===== config.mk =====
export PLATFORM = sky130hd
export DESIGN_NAME = bit_serial_adder_flat
export DESIGN_NICKNAME = d
export VERILOG_FILES = /design/src/rtl/bit_serial_adder_pkg.sv /design/src/rtl/bit_serial_adder_if.sv /design/src/rtl/bit_serial_adder_full_adder.sv /design/src/rtl/bit_serial_adder.sv /design/src/flat_wrapper.sv
export SDC_FILE = /design/constraint.sdc
export NUM_CORES = 1
export LEC_CHECK = 0
export CAP_MARGIN = 20
export CORE_MARGIN = 3
export CORE_UTILIZATION = 35
export DETAILED_ROUTE_END_ITERATION = 8
export PLACE_DENSITY = 0.59
export SLEW_MARGIN = 5
export SYNTH_ARGS = -nofsm -noshare
export SYNTH_HDL_FRONTEND = slang
export SYNTH_HIERARCHICAL = 1
export SYNTH_SLANG_ARGS = --single-unit

===== constraint.sdc =====
create_clock -name Clk -period 3.4 [get_ports Clk]
set_input_delay 1.02 -clock Clk [delete_from_list [all_inputs] [get_ports Clk]]
set_output_delay 1.02 -clock Clk [all_outputs]
set_load 0.01 [all_outputs]

===== src/rtl/bit_serial_adder_pkg.sv =====
// Shared types and constants for the bit-serial adder slice.
package bit_serial_adder_pkg;
  localparam int DEFAULT_WIDTH = 16;

  typedef enum logic [2:0] {IDLE, ADD, DONE, LOAD, HOLD} state_e;
endpackage


===== src/rtl/bit_serial_adder_if.sv =====
// Operand/result bundle for bit_serial_adder. The Sub line exists only when SUBTRACT_EN is defined.
interface bit_serial_adder_if
  import bit_serial_adder_pkg::*;
#(parameter int WIDTH = DEFAULT_WIDTH);
  logic             Run;
  logic [WIDTH-1:0] A;
  logic [WIDTH-1:0] B;
`ifdef SUBTRACT_EN
  logic             Sub;
`endif
  logic [WIDTH-1:0] Sum;
  logic             Ofl;
  logic             Ld_B;
  logic             Busy;

  modport master (
    output Run, A, B,
`ifdef SUBTRACT_EN
    output Sub,
`endif
    input  Sum, Ofl, Ld_B, Busy
  );

  modport slave (
    input  Run, A, B,
`ifdef SUBTRACT_EN
    input  Sub,
`endif
    output Sum, Ofl, Ld_B, Busy
  );
endinterface


===== src/rtl/bit_serial_adder_full_adder.sv =====
// One-bit combinational full adder used as the serial datapath slice.
module full_adder (
  input  logic a,
  input  logic b,
  input  logic cin,
  output logic s,
  output logic cout
);
  assign s    = a ^ b ^ cin;
  assign cout = (a & b) | (cin & (a ^ b));
endmodule


===== src/rtl/bit_serial_adder.sv =====
// Bit-serial adder: one result bit per clock, LSB first, then a registered Ld_B strobe.
// Define SUBTRACT_EN to add the Sub port (A - B computed as A + ~B + 1).
module bit_serial_adder
  import bit_serial_adder_pkg::*;
#(parameter int WIDTH = DEFAULT_WIDTH) (
  input logic               Clk,
  input logic               Reset,
  bit_serial_adder_if.slave bus
);
  localparam logic [WIDTH-1:0] CNT_LAST = WIDTH'(WIDTH - 1);

  state_e           state_q, state_d;
  logic [WIDTH-1:0] a_q, a_d, b_q, b_d, sum_q, sum_d, cnt_q, cnt_d;
  logic             carry_q, carry_d, ofl_q, ofl_d;
  logic             ld_b_q, ld_b_d, busy_q, busy_d;
  logic             cin0, fa_s, fa_cout;

`ifdef SUBTRACT_EN
  assign cin0 = bus.Sub;
`else
  assign cin0 = 1'b0;
`endif

  full_adder u_fa (.a(a_q[0]), .b(b_q[0]), .cin(carry_q), .s(fa_s), .cout(fa_cout));

  always_comb begin
    state_d = state_q;
    a_d     = a_q;
    b_d     = b_q;
    sum_d   = sum_q;
    cnt_d   = cnt_q;
    carry_d = carry_q;
    ofl_d   = ofl_q;
    case (state_q)
      IDLE: if (bus.Run) begin
        // B is stored already inverted for subtract, so ADD never looks at Sub again.
        a_d     = bus.A;
        b_d     = cin0 ? ~bus.B : bus.B;
        cnt_d   = '0;
        carry_d = cin0;
        state_d = ADD;
      end
      ADD: begin
        sum_d   = {fa_s, sum_q[WIDTH-1:1]};
        a_d     = a_q >> 1;
        b_d     = b_q >> 1;
        carry_d = fa_cout;
        cnt_d   = cnt_q + 1'b1;
        if (cnt_q == CNT_LAST) begin
          ofl_d   = carry_q ^ fa_cout;
          state_d = DONE;
        end
      end
      DONE:    state_d = LOAD;
      LOAD:    state_d = HOLD;
      HOLD:    if (!bus.Run) state_d = IDLE;
      default: state_d = IDLE;
    endcase
    // Strobes follow the next state so they are flop outputs aligned with it.
    ld_b_d = (state_d == LOAD);
    busy_d = (state_d != IDLE);
  end

  always_ff @(posedge Clk or posedge Reset) begin
    if (Reset) begin
      state_q <= IDLE;
      a_q     <= '0;
      b_q     <= '0;
      sum_q   <= '0;
      cnt_q   <= '0;
      carry_q <= 1'b0;
      ofl_q   <= 1'b0;
      ld_b_q  <= 1'b0;
      busy_q  <= 1'b0;
    end else begin
      state_q <= state_d;
      a_q     <= a_d;
      b_q     <= b_d;
      sum_q   <= sum_d;
      cnt_q   <= cnt_d;
      carry_q <= carry_d;
      ofl_q   <= ofl_d;
      ld_b_q  <= ld_b_d;
      busy_q  <= busy_d;
    end
  end

  assign bus.Sum  = sum_q;
  assign bus.Ofl  = ofl_q;
  assign bus.Ld_B = ld_b_q;
  assign bus.Busy = busy_q;
endmodule


===== src/flat_wrapper.sv =====
// flat-port wrapper written by rule: the top's interface ports become plain ports
module bit_serial_adder_flat import bit_serial_adder_pkg::*;
#(parameter int WIDTH = DEFAULT_WIDTH)
  (Clk, Reset, bus_Run, bus_A, bus_B, bus_Sum, bus_Ofl, bus_Ld_B, bus_Busy);
  bit_serial_adder_if #(.WIDTH(WIDTH)) bus_i ();
  input logic Clk;
  input logic Reset;
  input wire logic [$bits(bus_i.Run)-1:0] bus_Run;
  input wire logic [$bits(bus_i.A)-1:0] bus_A;
  input wire logic [$bits(bus_i.B)-1:0] bus_B;
  output wire logic [$bits(bus_i.Sum)-1:0] bus_Sum;
  output wire logic [$bits(bus_i.Ofl)-1:0] bus_Ofl;
  output wire logic [$bits(bus_i.Ld_B)-1:0] bus_Ld_B;
  output wire logic [$bits(bus_i.Busy)-1:0] bus_Busy;
  assign bus_i.Run = bus_Run;
  assign bus_i.A = bus_A;
  assign bus_i.B = bus_B;
  assign bus_Sum = bus_i.Sum;
  assign bus_Ofl = bus_i.Ofl;
  assign bus_Ld_B = bus_i.Ld_B;
  assign bus_Busy = bus_i.Busy;
  bit_serial_adder #(.WIDTH(WIDTH)) u_core (.Clk(Clk), .Reset(Reset), .bus(bus_i));
endmodule

==> reports/metrics.yaml <==
status: "complete, no violations"
num_vias: 2416
synth_top_area_share_pct: 57.4
final_cell_mix: "127 x nand2_1, 71 x dfrtp_1, 53 x clkdlybuf4s50_1, 29 x a22oi_1, 16 x o21ai_0"
rows: 33
synth_area_leaders: "dfrtp_1 57%, nand2_1 15%, a22oi_1 7.0%"
crit_chain: "clkdlybuf4s50_1 > nor4b_4 > nor2_2 > buf_4 > o21ai_0 > o21ai_0"
ys_ff_latch: 71
min_to: "u_core/a_q[2]$_DFFE_PP0P_"
cts_tree: "yes"
wirelength_um: 6340
yosysSeqAreaShare_pct: 57.4
ys_types: 37
r2r-end: "u_core/cnt_q[14]$_DFFE_PP0P_"
worstSetupPathType: "in -> reg"
initial_core_util_pct: 36.9
end_kind: "flip-flop"
vdd.ir_drop.worst_mv: 0.339
postRouteAntennaNets: 0
finalHoldViolations: 0
clock_latency_ns: 0.34
setup.worst_path.start_class: "input pin"
gr-total-overflow: 0
crit_family: "buffers and inverters"
critical_path.max_stage_delay_ns: 0.46
synth_nets: 358
p_leak_uw: 0.00185
post_cts_buffers: 0
reg2reg_slack_ns: 1.34
fin_crit_sh_pct: 70.7
fin_skew_ns: 0.00830
async_reset_ff_share_pct: 100
cts_root_buf: "clkbuf_8"
num_antenna_cells: 0
grt_pass1_wl_um: 10900
ctsHtreeMaxLevel: 3
final_nets: 409
cts_buffers: 9
crit_fanout: 24
vias_per_cell: 5.01
clockBufferDepth: 2
worstMarginPinSlew_ns: 1.01
cpMostUsedCell: "o21ai_0"
slew_viol_final: 0
drtIter0Drc: 129
drt-pass1-iter-count: 5
power_density_nw_per_um2: 839
final_common_cell: "nand2_1"
synth_edf_count: 0
syn_to_final_growth_pct: 28.2
yosysWarnings: 6
die-area_um2: 10000
min_path_type: "reg -> reg"
remaining_drc_errors: 0
die_h_um: 100
cp_slowest_cell: "clkdlybuf4s50_1"
synthFlopType: "dfrtp_1"
antenna_found_initial: 0
postCtsHoldBufs: 0
max_freq_ghz: 0.416
avgSynthCellArea_um2: 9.64
setup_viol: 0
hold_depth: 2
clkSinkCount: 71
power_uw: 3330
netlist_instances: 321
avgRoutedWirePerCell_um: 13.2
clkSlewWorstSetupHoldPaths_ns: 0.07
r2r-start: "u_core/state_q[0]$_DFF_PP0_"
rsz0062_at_grt: "false"
fin_crit_ns: 2.40
core_um2: 8380
hpwl_um: 4090
crit_required_ns: 3.66
io_buffers: 53
setup_tns_ns: 0
drive_above_1_share_pct: 6.63
worst_ep_arrival_time_ns: 2.66
max_slew_margin_pct: 32.5
grt.total_usage_pct: 13.5
grt_pass1_vias: 2344
synth_area_um2: 3090
place_congestion: 0.777
cts_resized: 0
hp-start: "u_core/a_q[2]$_DFFE_PP0P_"
grt_max_degree: 72
synth.largest_area_cell: "dfrtp_1"
die_w_um: 100
critical_path_buf_inv_count: 2
drv_cap: 0
r2r_cells: 6
io_pins: 54
## layer usage
| layer | up-vias | global-route usage (%) | wire length, um |
|---|---|---|---|
| li1 | 1208 | - | - |
| met1 | 1139 | 18.0 | 3070 |
| met2 | 60 | 20.7 | 2850 |
| met3 | 9 | 4.03 | 330 |
| met4 | 0 | 5.39 | 95 |
| met5 | - | 0 | 0 |
## per-stage QoR
step	worst slack [ns]	hold WS [ns]	area, um2	utilization, %	cells
floorplan	0.583	0.446	3090	-	321
global placement	0.689	0.461	3730	44.5	466
detailed placement	0.646	0.463	3730	44.5	466
CTS	1.01	0.486	3970	47.3	482
global route	0.795	0.504	3970	47.3	482
finish	0.998	0.481	3970	47.3	482
## cell type report
class                   instances  area [um2]
multi-input cells             231        1230
repair buffers                 58         581
clock buffers                  11         131
fillers                       797        4420
inverters                       1        3.75
clock inverters                 5         106
flip-flops and latches         71        1780
well taps                     105         131
## registers in the layout, summed over array words and instances, names as in the netlist
signal           count
u_core/bus.Busy      1
u_core/cnt_q        16
u_core/bus.Sum      16
u_core/carry_q       1
u_core/a_q          16
u_core/b_q          16
u_core/bus.Ofl       1
u_core/state_q       3
u_core/bus.Ld_B      1
## Yosys cell counts (all sizes together), types with 2 or more instances
master,instances
nand2,127
dfrtp,71
a22oi,29
o21ai,18
buf,14
nand3,7
and3,5
mux2i,5
nor2,5
clkbuf,4
o31ai,4
nand4,3
nor4,3
o211ai,3
a21oi,2
and4,2
nor2b,2
or3b,2
## where the power goes
group,switching [uW],internal [uW]
combinational,624,526
sequential,214,1160
clock,316,489
total,1150,2170
## cell families after synthesis
kind of cell	count (synthesis)	synth area share (%)
AOI/OAI and AO/OA	61	13.3
xor gates and xnor gates	2	0.566
adders and majority gates	2	1.05
buffers and inverters	19	3.11
DFF	71	57.4
muxes	5	1.62
and+or+nand+nor	161	22.9
## how the worst max path moves through the flow
stage	from	end	cells past startpoint
floorplan	Reset	u_core/a_q[0]$_DFFE_PP0P_	1
global placement	bus_Run	u_core/cnt_q[12]$_DFFE_PP0P_	6
detailed placement	bus_Run	u_core/cnt_q[12]$_DFFE_PP0P_	6
CTS	bus_Run	u_core/cnt_q[12]$_DFFE_PP0P_	6
global route	bus_Run	u_core/cnt_q[12]$_DFFE_PP0P_	6
finish	bus_Run	u_core/cnt_q[12]$_DFFE_PP0P_	6
## worst register-to-register path, cell delays in order (launching register included)
cell	delay, ns
dfrtp_1	0.49
nor3b_4	0.22
buf_4	0.31
buf_4	0.39
and3_1	0.30
nand3_1	0.11
mux2i_1	0.13
(Power assumes the default switching activity.)
